===== config.mk =====
export PLATFORM = sky130hd
export DESIGN_NAME = hcsr04_ranger
export DESIGN_NICKNAME = d
export VERILOG_FILES = /design/src/rtl/home_pkg.sv /design/src/rtl/us_tick_gen.sv /design/src/rtl/hcsr04_ranger.sv
export SDC_FILE = /design/constraint.sdc
export NUM_CORES = 1
export LEC_CHECK = 0
export CORE_MARGIN = 4
export CORE_UTILIZATION = 35
export CTS_BUF_LIST = sky130_fd_sc_hd__clkbuf_4 sky130_fd_sc_hd__clkbuf_8 sky130_fd_sc_hd__clkbuf_16
export DETAILED_ROUTE_END_ITERATION = 10
export GPL_ROUTABILITY_DRIVEN = 1
export HOLD_SLACK_MARGIN = 0.06
export PLACE_DENSITY = 0.61
export SETUP_SLACK_MARGIN = 0.2
export SLEW_MARGIN = 10
export SYNTH_ARGS = -nofsm -noshare
export SYNTH_HDL_FRONTEND = slang
export SYNTH_SLANG_ARGS = --single-unit
export TNS_END_PERCENT = 100

===== constraint.sdc =====
create_clock -name clk -period 3.1 [get_ports clk]
set_clock_uncertainty 0.2 [all_clocks]
set_input_delay 0.93 -clock clk [delete_from_list [all_inputs] [get_ports clk]]
set_output_delay 0.93 -clock clk [all_outputs]
set_load 0.05 [all_outputs]

===== src/rtl/home_pkg.sv =====
// Shared types and constants for the home-automation sensor front-ends.
// Holds the ranger state encoding and the timing helpers used to size counters.
package home_pkg;

  typedef enum logic [2:0] {
    ST_IDLE,
    ST_TRIG,
    ST_WAIT_RISE,
    ST_MEASURE,
    ST_HOLDOFF
  } ranger_state_t;

  // Round-trip echo time for one centimetre of range.
  localparam int US_PER_CM = 58;

  function automatic int us_cycles(input int freq);
    return freq / 1_000_000;
  endfunction

endpackage


===== src/rtl/us_tick_gen.sv =====
// Microsecond prescaler: one-cycle tick every DIV clocks.
// A synchronous clr restarts the count so the first tick lands DIV cycles later.
module us_tick_gen #(
  parameter int DIV = 100
) (
  input  logic clk,
  input  logic rst_n,
  input  logic clr,
  output logic tick
);

  localparam int CW = (DIV > 1) ? $clog2(DIV) : 1;
  localparam logic [CW-1:0] LAST = CW'(DIV - 1);

  logic [CW-1:0] cnt_reg;

  always_ff @(posedge clk or negedge rst_n) begin
    if (!rst_n) begin
      cnt_reg <= '0;
    end else if (clr || cnt_reg == LAST) begin
      cnt_reg <= '0;
    end else begin
      cnt_reg <= cnt_reg + 1'b1;
    end
  end

  assign tick = (cnt_reg == LAST);

endmodule


===== src/rtl/hcsr04_ranger.sv =====
// HC-SR04 ranging front-end: periodic trigger, echo synchronisation and timing,
// and divider-free conversion of echo width to whole centimetres.
module hcsr04_ranger
  import home_pkg::*;
#(
  parameter int CLK_FREQ   = 100_000_000,
  parameter int TRIG_US    = 10,
  parameter int PERIOD_MS  = 60,
  parameter int TIMEOUT_US = 25000,
  parameter int MAX_CM     = 400
) (
  input  logic        clk,
  input  logic        rst_n,
  input  logic        enable,
  input  logic        echo,
  output logic        trig,
  output logic [15:0] distance_cm,
  output logic        dist_stb,
  output logic        dist_valid,
  output logic        timeout,
  output logic        busy
);

  localparam int CYC_PER_US = us_cycles(CLK_FREQ);
  localparam int PERIOD_CYC = PERIOD_MS * (CLK_FREQ / 1000);
  localparam int PW         = $clog2(PERIOD_CYC + 1);
  localparam int US_MAX     = (TIMEOUT_US > TRIG_US) ? TIMEOUT_US : TRIG_US;
  localparam int UW         = $clog2(US_MAX + 2);

  localparam logic [PW-1:0] PERIOD_LAST = PW'(PERIOD_CYC - 1);
  localparam logic [UW-1:0] TRIG_LAST   = UW'(TRIG_US - 1);
  localparam logic [UW-1:0] TIMEOUT_CNT = UW'(TIMEOUT_US);
  localparam logic [5:0]    SUB_LAST    = 6'(US_PER_CM - 1);
  localparam logic [15:0]   CM_MAX      = 16'(MAX_CM);

  ranger_state_t state_reg, state_next;

  logic          echo_s1_reg, echo_s2_reg, echo_s3_reg;
  logic          rise_reg, fall_reg;
  logic          us_tick, tick_clr, enter_trig;
  logic [PW-1:0] period_cnt_reg;
  logic [UW-1:0] us_cnt_reg, us_cnt_next;
  logic [5:0]    sub_cnt_reg, sub_cnt_next;
  logic [15:0]   cm_cnt_reg, cm_cnt_next;
  logic [15:0]   distance_reg, distance_next;
  logic          valid_reg, valid_next;
  logic          stb_reg, stb_next;
  logic          timeout_reg, timeout_next;
  logic          trig_reg;

  us_tick_gen #(
    .DIV(CYC_PER_US)
  ) u_tick (
    .clk  (clk),
    .rst_n(rst_n),
    .clr  (tick_clr),
    .tick (us_tick)
  );

  assign enter_trig = (state_next == ST_TRIG) && (state_reg != ST_TRIG);
  assign tick_clr   = (state_next != state_reg) &&
                      (state_next == ST_TRIG || state_next == ST_WAIT_RISE ||
                       state_next == ST_MEASURE);

  always_comb begin
    state_next    = state_reg;
    us_cnt_next   = us_cnt_reg;
    sub_cnt_next  = sub_cnt_reg;
    cm_cnt_next   = cm_cnt_reg;
    distance_next = distance_reg;
    valid_next    = valid_reg;
    stb_next      = 1'b0;
    timeout_next  = 1'b0;

    case (state_reg)
      ST_IDLE: begin
        if (enable) state_next = ST_TRIG;
      end
      ST_TRIG: begin
        if (us_tick) begin
          if (us_cnt_reg == TRIG_LAST) state_next = ST_WAIT_RISE;
          else us_cnt_next = us_cnt_reg + 1'b1;
        end
      end
      ST_WAIT_RISE: begin
        if (rise_reg) begin
          state_next = ST_MEASURE;
        end else if (us_cnt_reg == TIMEOUT_CNT) begin
          timeout_next = 1'b1;
          valid_next   = 1'b0;
          state_next   = ST_HOLDOFF;
        end else if (us_tick) begin
          us_cnt_next = us_cnt_reg + 1'b1;
        end
      end
      ST_MEASURE: begin
        // 58-tick sub-counter stands in for the divide by US_PER_CM.
        if (us_tick) begin
          us_cnt_next = us_cnt_reg + 1'b1;
          if (sub_cnt_reg == SUB_LAST) begin
            sub_cnt_next = '0;
            if (cm_cnt_reg != CM_MAX) cm_cnt_next = cm_cnt_reg + 1'b1;
          end else begin
            sub_cnt_next = sub_cnt_reg + 1'b1;
          end
        end
        if (fall_reg) begin
          distance_next = cm_cnt_next;
          stb_next      = 1'b1;
          valid_next    = 1'b1;
          state_next    = ST_HOLDOFF;
        end else if (us_cnt_reg == TIMEOUT_CNT) begin
          timeout_next = 1'b1;
          valid_next   = 1'b0;
          state_next   = ST_HOLDOFF;
        end
      end
      ST_HOLDOFF: begin
        if (period_cnt_reg == PERIOD_LAST) state_next = enable ? ST_TRIG : ST_IDLE;
      end
      default: state_next = ST_IDLE;
    endcase

    // Every timed state starts its counters from zero.
    if (state_next != state_reg) begin
      us_cnt_next  = '0;
      sub_cnt_next = '0;
      cm_cnt_next  = '0;
    end
  end

  always_ff @(posedge clk or negedge rst_n) begin
    if (!rst_n) begin
      state_reg      <= ST_IDLE;
      echo_s1_reg    <= 1'b0;
      echo_s2_reg    <= 1'b0;
      echo_s3_reg    <= 1'b0;
      rise_reg       <= 1'b0;
      fall_reg       <= 1'b0;
      period_cnt_reg <= '0;
      us_cnt_reg     <= '0;
      sub_cnt_reg    <= '0;
      cm_cnt_reg     <= '0;
      distance_reg   <= '0;
      valid_reg      <= 1'b0;
      stb_reg        <= 1'b0;
      timeout_reg    <= 1'b0;
      trig_reg       <= 1'b0;
    end else begin
      state_reg   <= state_next;
      echo_s1_reg <= echo;
      echo_s2_reg <= echo_s1_reg;
      echo_s3_reg <= echo_s2_reg;
      rise_reg    <= echo_s2_reg & ~echo_s3_reg;
      fall_reg    <= ~echo_s2_reg & echo_s3_reg;
      // Counted in clocks so trigger spacing is exact regardless of prescaler clears.
      if (enter_trig) period_cnt_reg <= '0;
      else if (period_cnt_reg != PERIOD_LAST) period_cnt_reg <= period_cnt_reg + 1'b1;
      us_cnt_reg   <= us_cnt_next;
      sub_cnt_reg  <= sub_cnt_next;
      cm_cnt_reg   <= cm_cnt_next;
      distance_reg <= distance_next;
      valid_reg    <= valid_next;
      stb_reg      <= stb_next;
      timeout_reg  <= timeout_next;
      trig_reg     <= (state_reg == ST_TRIG);
    end
  end

  assign trig        = trig_reg;
  assign distance_cm = distance_reg;
  assign dist_stb    = stb_reg;
  assign dist_valid  = valid_reg;
  assign timeout     = timeout_reg;
  assign busy        = (state_reg != ST_IDLE);

endmodule


# == After elaboration in Yosys (flattened, before gate mapping) ==
# Index checks and enable logic that the tools add are counted.
# classes
add_sub_neg,5
n_eq_ne,21
mux,38
bitwise_logic,4
reduce_logical,16
# ops
op,n
$mux 15,6
$mux 16,5
$mux 23,2
$pmux 15 s3,1
$mux 6,4
$add 23x1->23 const B,1
$eq 23x23->1 const B,1
$ne 23x23->1 const B,1
$mux 3,7
$add 16x1->16 const B,1
$ne 16x9->1 const B,1
$add 15x1->15 const B,1
$eq 15x15->1 const B,1
$eq 15x4->1 const B,1
$pmux 3 s5,1
$eq 3x2->1 const B,4
$mux 1,9
$ne 3x3->1 const B,3
$reduce_bool 2->1,4
$add 7x1->7 const B,1
$eq 7x7->1 const B,1
$mux 7,1
$add 6x1->6 const B,1
$eq 3x1->1 const B,2
16 further kinds,24
# totals
reg_bits,95
in_bits,4
out_inout_bits,21
word_cells,100

# == Longest topological paths before layout ==
# logic_depth
ltp_word,10
mapped_depth,9

# == Hierarchy ==
# From an unflattened synthesis, not the netlist that was laid out.
# unflattened
cells_unflattened,510
hier_area_um2,4914.7
# modules_own_cells
module,instances,cells_each,area_each_um2,seq_area_each_um2
hcsr04_ranger,1,479,4595.7,2202.1
us_tick_gen,1,31,319.1,175.2

# == Worst setup path before layout ==
# No wires, ideal clock.
# synth_timing
path_type,in2reg
startpoint,input enable
endpoint,register us_cnt_reg[8]
setup_time_ns,0.139
t_arrival_ns,2.466
setup_slack_ns,0.295
stages,5
n_path_buf,1
path_cell_list,or3b_2 > or3_4 > a221oi_4 > buf_4 > a211oi_1
# synth_between
elab_chain_len,6
# synth_rtl
element,line_no,rtl
"start, declared",hcsr04_ranger.sv:14,"input logic enable,"
$mux 1,hcsr04_ranger.sv:119,if (period_cnt_reg == PERIOD_LAST) state_next = enable ? ST_TRIG : ST_IDLE;
$mux 3,hcsr04_ranger.sv:119,
$pmux 3 s5 *,hcsr04_ranger.sv:75,case (state_reg)
$ne 3x3->1 *,hcsr04_ranger.sv:125,if (state_next != state_reg) begin
"$ne 3x2->1 (no line), or another cell as far along",n/a,
$reduce_and 5->1 (no line),n/a,
"end signal, assigned",hcsr04_ranger.sv:159,us_cnt_reg <= us_cnt_next;
"end, declared",hcsr04_ranger.sv:42,"logic [UW-1:0] us_cnt_reg, us_cnt_next;"
# Every way passes the cells marked *; elsewhere a longest branch is shown, timed or not.
# A chain may end at the register's enable or synchronous reset.

# == Worst setup path after layout ==
# layout_timing
startpoint,register period_cnt_reg[7]
endpoint,register us_cnt_reg[8]
# layout_between
elab_chain_len,6
# layout_rtl
element,line_no,rtl
"start, declared",hcsr04_ranger.sv:41,logic [PW-1:0] period_cnt_reg;
"start signal, assigned",hcsr04_ranger.sv:158,else if (period_cnt_reg != PERIOD_LAST) period_cnt_reg <= period_cnt_reg + 1'b1;
$eq 23x23->1 *,hcsr04_ranger.sv:119,
$mux 3 *,hcsr04_ranger.sv:119,
$pmux 3 s5 *,hcsr04_ranger.sv:75,
$ne 3x3->1 *,hcsr04_ranger.sv:125,
"$ne 3x2->1 (no line), or another cell as far along",n/a,
$reduce_and 5->1 (no line),n/a,
# Marked as above.

==> impl_metrics.csv <==
group,metric,value,unit
layout,finish.utilization,42.8,%
grt,grt_max_degree,44,
place,io_buffers,24,
setup_path,worstRegToRegCells,7,
sta,setup_violations,0,
die,die_height,133,um
sta,hold-worst-slack,0.160,ns
sta,finalWorstSetupSlack,0.256,ns
sta,hold_viol_final,0,
layout,largest_register_ffs,23,
setup_path,r2r-start,"period_cnt_reg[7]",
yosys,synthTopCellsByCount,"dfrtp_1 (95), nand2_1 (50), nand3_1 (46)",
sta,tns,0,ns
die,dieArea,17700,um^2
clock_network,cts_buffer_depth,2,
yosys,ys_warn_count,0,
setup_path,r2r_slack,0.26,ns
job,max_cap_violations,0,
yosys,netlist_instances,595,
die,core-area,15300,um^2
place,gp_congestion,0.891,
sta,fmax,0.352,GHz
place,dp_hpwl,9.25,mm
route,m1WireLength,6.36,mm
layout,drive_gt1_share,11.2,%
route,wl_met2,6.67,mm
clock_network,root_buffer,"clkbuf_16",
yosys,syn-num-nets,608,
clock_network,clk_pin_slew_worst_paths,0.07,ns
setup_path,cp_data_required_time,3.12,ns
clock_network,htree_levels,3,
route,top_layer_used,"met4",
clock_network,clk_latency,0.35,ns
route,via_count,4927,
setup_path,endpoint_kind,"flip-flop",
yosys,ys_ff_latch,95,
power_and_ir_drop,p_leak,2.42,nW
yosys,postSynth.asyncResetShare,100,%
route,drt_iter0_markers,396,
yosys,synthFlopType,"dfrtp_1",
place,dp_slack,-0.232,ns
route,avgRoutedWirePerCell,16.4,um
die,placementRows,45,
sta,tightest_slew,0.776,ns
sta,rsz0062_at_grt,"true",
route,first_pass_iters,5,
layout,synthToLayoutAreaGrowth,19.6,%
yosys,yosysMostFrequentCell,"dfrtp_1",
route,ant_nets,0,
grt,grt_usage,16.0,%
grt,grt_pass1_wl,23.3,mm
yosys,synth_edf_count,0,
grt,gr-total-overflow,0,
die,ios,25,
die,initial_core_util,35.8,%
route,wirelength,13.9,mm
route,wl_met3,720,um
sta,period_share,91.8,%
yosys,ys_types,60,
clock_network,cts_hold_buffers,0,
power_and_ir_drop,power_density,523,nW/um^2
yosys,ys_top_cells_by_area,"dfrtp_1 (44%), a211oi_1 (4.4%), nand3_1 (4.2%)",
layout,antenna_cells,0,
yosys,ys_seq_area_share,43.5,%
worst_hold_path,hp-start,"echo_s1_reg",
yosys,netlist.area_leader.share,43.5,%
worst_hold_path,hold_class,"reg -> reg",
setup_path,critPathArrivalTime,2.87,ns
clock_network,cts_tree,"built",
sta,fin_crit,2.84,ns
sta,max_slew_margin,48.3,%
yosys,postSynthAreaPerCell,9.18,um^2
clock_network,cts_sinks,95,
setup_path,crit_type,"reg -> reg",
yosys,syn-cell-area,5460,um^2
power_and_ir_drop,vdd.ir_drop.worst,0.355,mV
yosys,yosys.area.top_type,"dfrtp_1",
outcome,outcome,"finished, final reports clean",
grt,antenna_found_initial,0,
worst_hold_path,holdPathStages,0,
route,drc,0,
die,die_w,133,um
sta,maxSlewViolCount,0,
worst_hold_path,holdPathEnd,"echo_s2_reg",
setup_path,r2r_end,"us_cnt_reg[8]",
setup_path,crit_fanout,11,
clock_network,numCtsBuffers,9,
setup_path,worst_setup_path_start_kind,"flip-flop",
route,avgViaCountPerCell,5.82,
layout,fin_nets,644,
grt,grt_pass1_vias,4658,
## cell type report
type	count	area, um^2
clock buffers	11	253
clock inverters	5	80.1
fillers	1476	8720
inverters	14	52.6
multi-input cells	450	2890
flip-flops and latches	95	2380
well taps	211	264
repair buffers	61	616
## timing repair
action / in CTS / in global routing
endpoints found under the hold margin: 0 / 0
resized for setup: 6 / 5
pin swaps: 2 / 5
endpoints found under the setup margin: 44 / 44
cloned: 2 / 0
buffers inserted: 5 / 1
## how the worst max path moves through the flow
stage                            from                end  slack, ns  cells past startpoint
floorplan                      enable      us_cnt_reg[8]       0.30                      5
global placement               enable  u_tick.cnt_reg[5]      -0.17                      6
detailed placement             enable  u_tick.cnt_reg[5]      -0.23                      6
CTS                            enable      us_cnt_reg[8]       0.20                      7
global route        u_tick.cnt_reg[0]      us_cnt_reg[6]       0.19                      6
finish              period_cnt_reg[7]      us_cnt_reg[8]       0.26                      7
## where the power goes
part           internal (mW)  total, mW  switching [mW]
clock network          0.749       1.23           0.481
registers               1.39       1.59           0.196
logic                  0.279      0.603           0.324
total                   2.42       3.42            1.00
## critical path, cell delays in order, from the launching register on
cell,delay [ns]
dfrtp_1,0.39
or4_4,0.54
or4_4,0.45
or3_4,0.37
a221oi_4,0.27
buf_6,0.16
bufbuf_16,0.27
a211oi_1,0.05
## cell usage in the layout, fill, tap and decap left out, types with 3 or more instances in the layout
master / Yosys / final
nand3b_1: 7 / 7
nand4_1: 23 / 23
a31oi_1: 3 / 3
xor2_1: 8 / 8
a211oi_1: 32 / 32
o211ai_1: 6 / 6
nand2b_1: 4 / 4
or3_1: 13 / 13
inv_1: 14 / 14
nor2b_1: 4 / 4
buf_12: 0 / 4
nand3_1: 46 / 46
o311ai_0: 6 / 6
nand4b_1: 4 / 4
clkdlybuf4s50_1: 0 / 21
nor3_1: 21 / 21
o41ai_1: 4 / 4
buf_4: 1 / 31
or4_1: 28 / 27
and4_1: 4 / 4
dfrtp_1: 95 / 95
o31ai_1: 22 / 22
nand2_1: 50 / 50
xnor2_1: 15 / 15
clkbuf_16: 0 / 9
a21oi_1: 19 / 19
and3_1: 5 / 5
o21ai_0: 18 / 18
nor4_2: 2 / 3
and2_1: 7 / 7
ha_1: 9 / 8
nor2_1: 37 / 36
o22ai_1: 8 / 8
nor4_1: 8 / 7
o21bai_1: 6 / 6
## logic make-up after synthesis
| family | after synthesis | synth area share, % |
|---|---|---|
| xor gates and xnor gates | 23 | 3.69 |
| muxes | 2 | 0.389 |
| adders and majority gates | 9 | 2.06 |
| AOI/OAI and AO/OA | 139 | 18.0 |
| DFF | 95 | 43.5 |
| buffers and inverters | 50 | 4.01 |
| and+or+nand+nor | 277 | 28.3 |
## through the flow
stage / power [mW] / cell area (um^2) / std cells
2_1_floorplan: 2.00 / 5460 / 595
3_3_place_gp: 2.14 / 6050 / 823
3_5_place_dp: 2.17 / 6050 / 823
4_1_cts: 3.44 / 6510 / 846
5_1_grt: 3.61 / 6530 / 847
6_report: 3.42 / 6530 / 847
## per-layer routing
layer	track usage [%]	vias up
met2	25.8	129
met5	0	-
met4	4.33	0
met1	21.6	2426
met3	3.84	19
li1	-	2353
(Power assumes the default switching activity.)
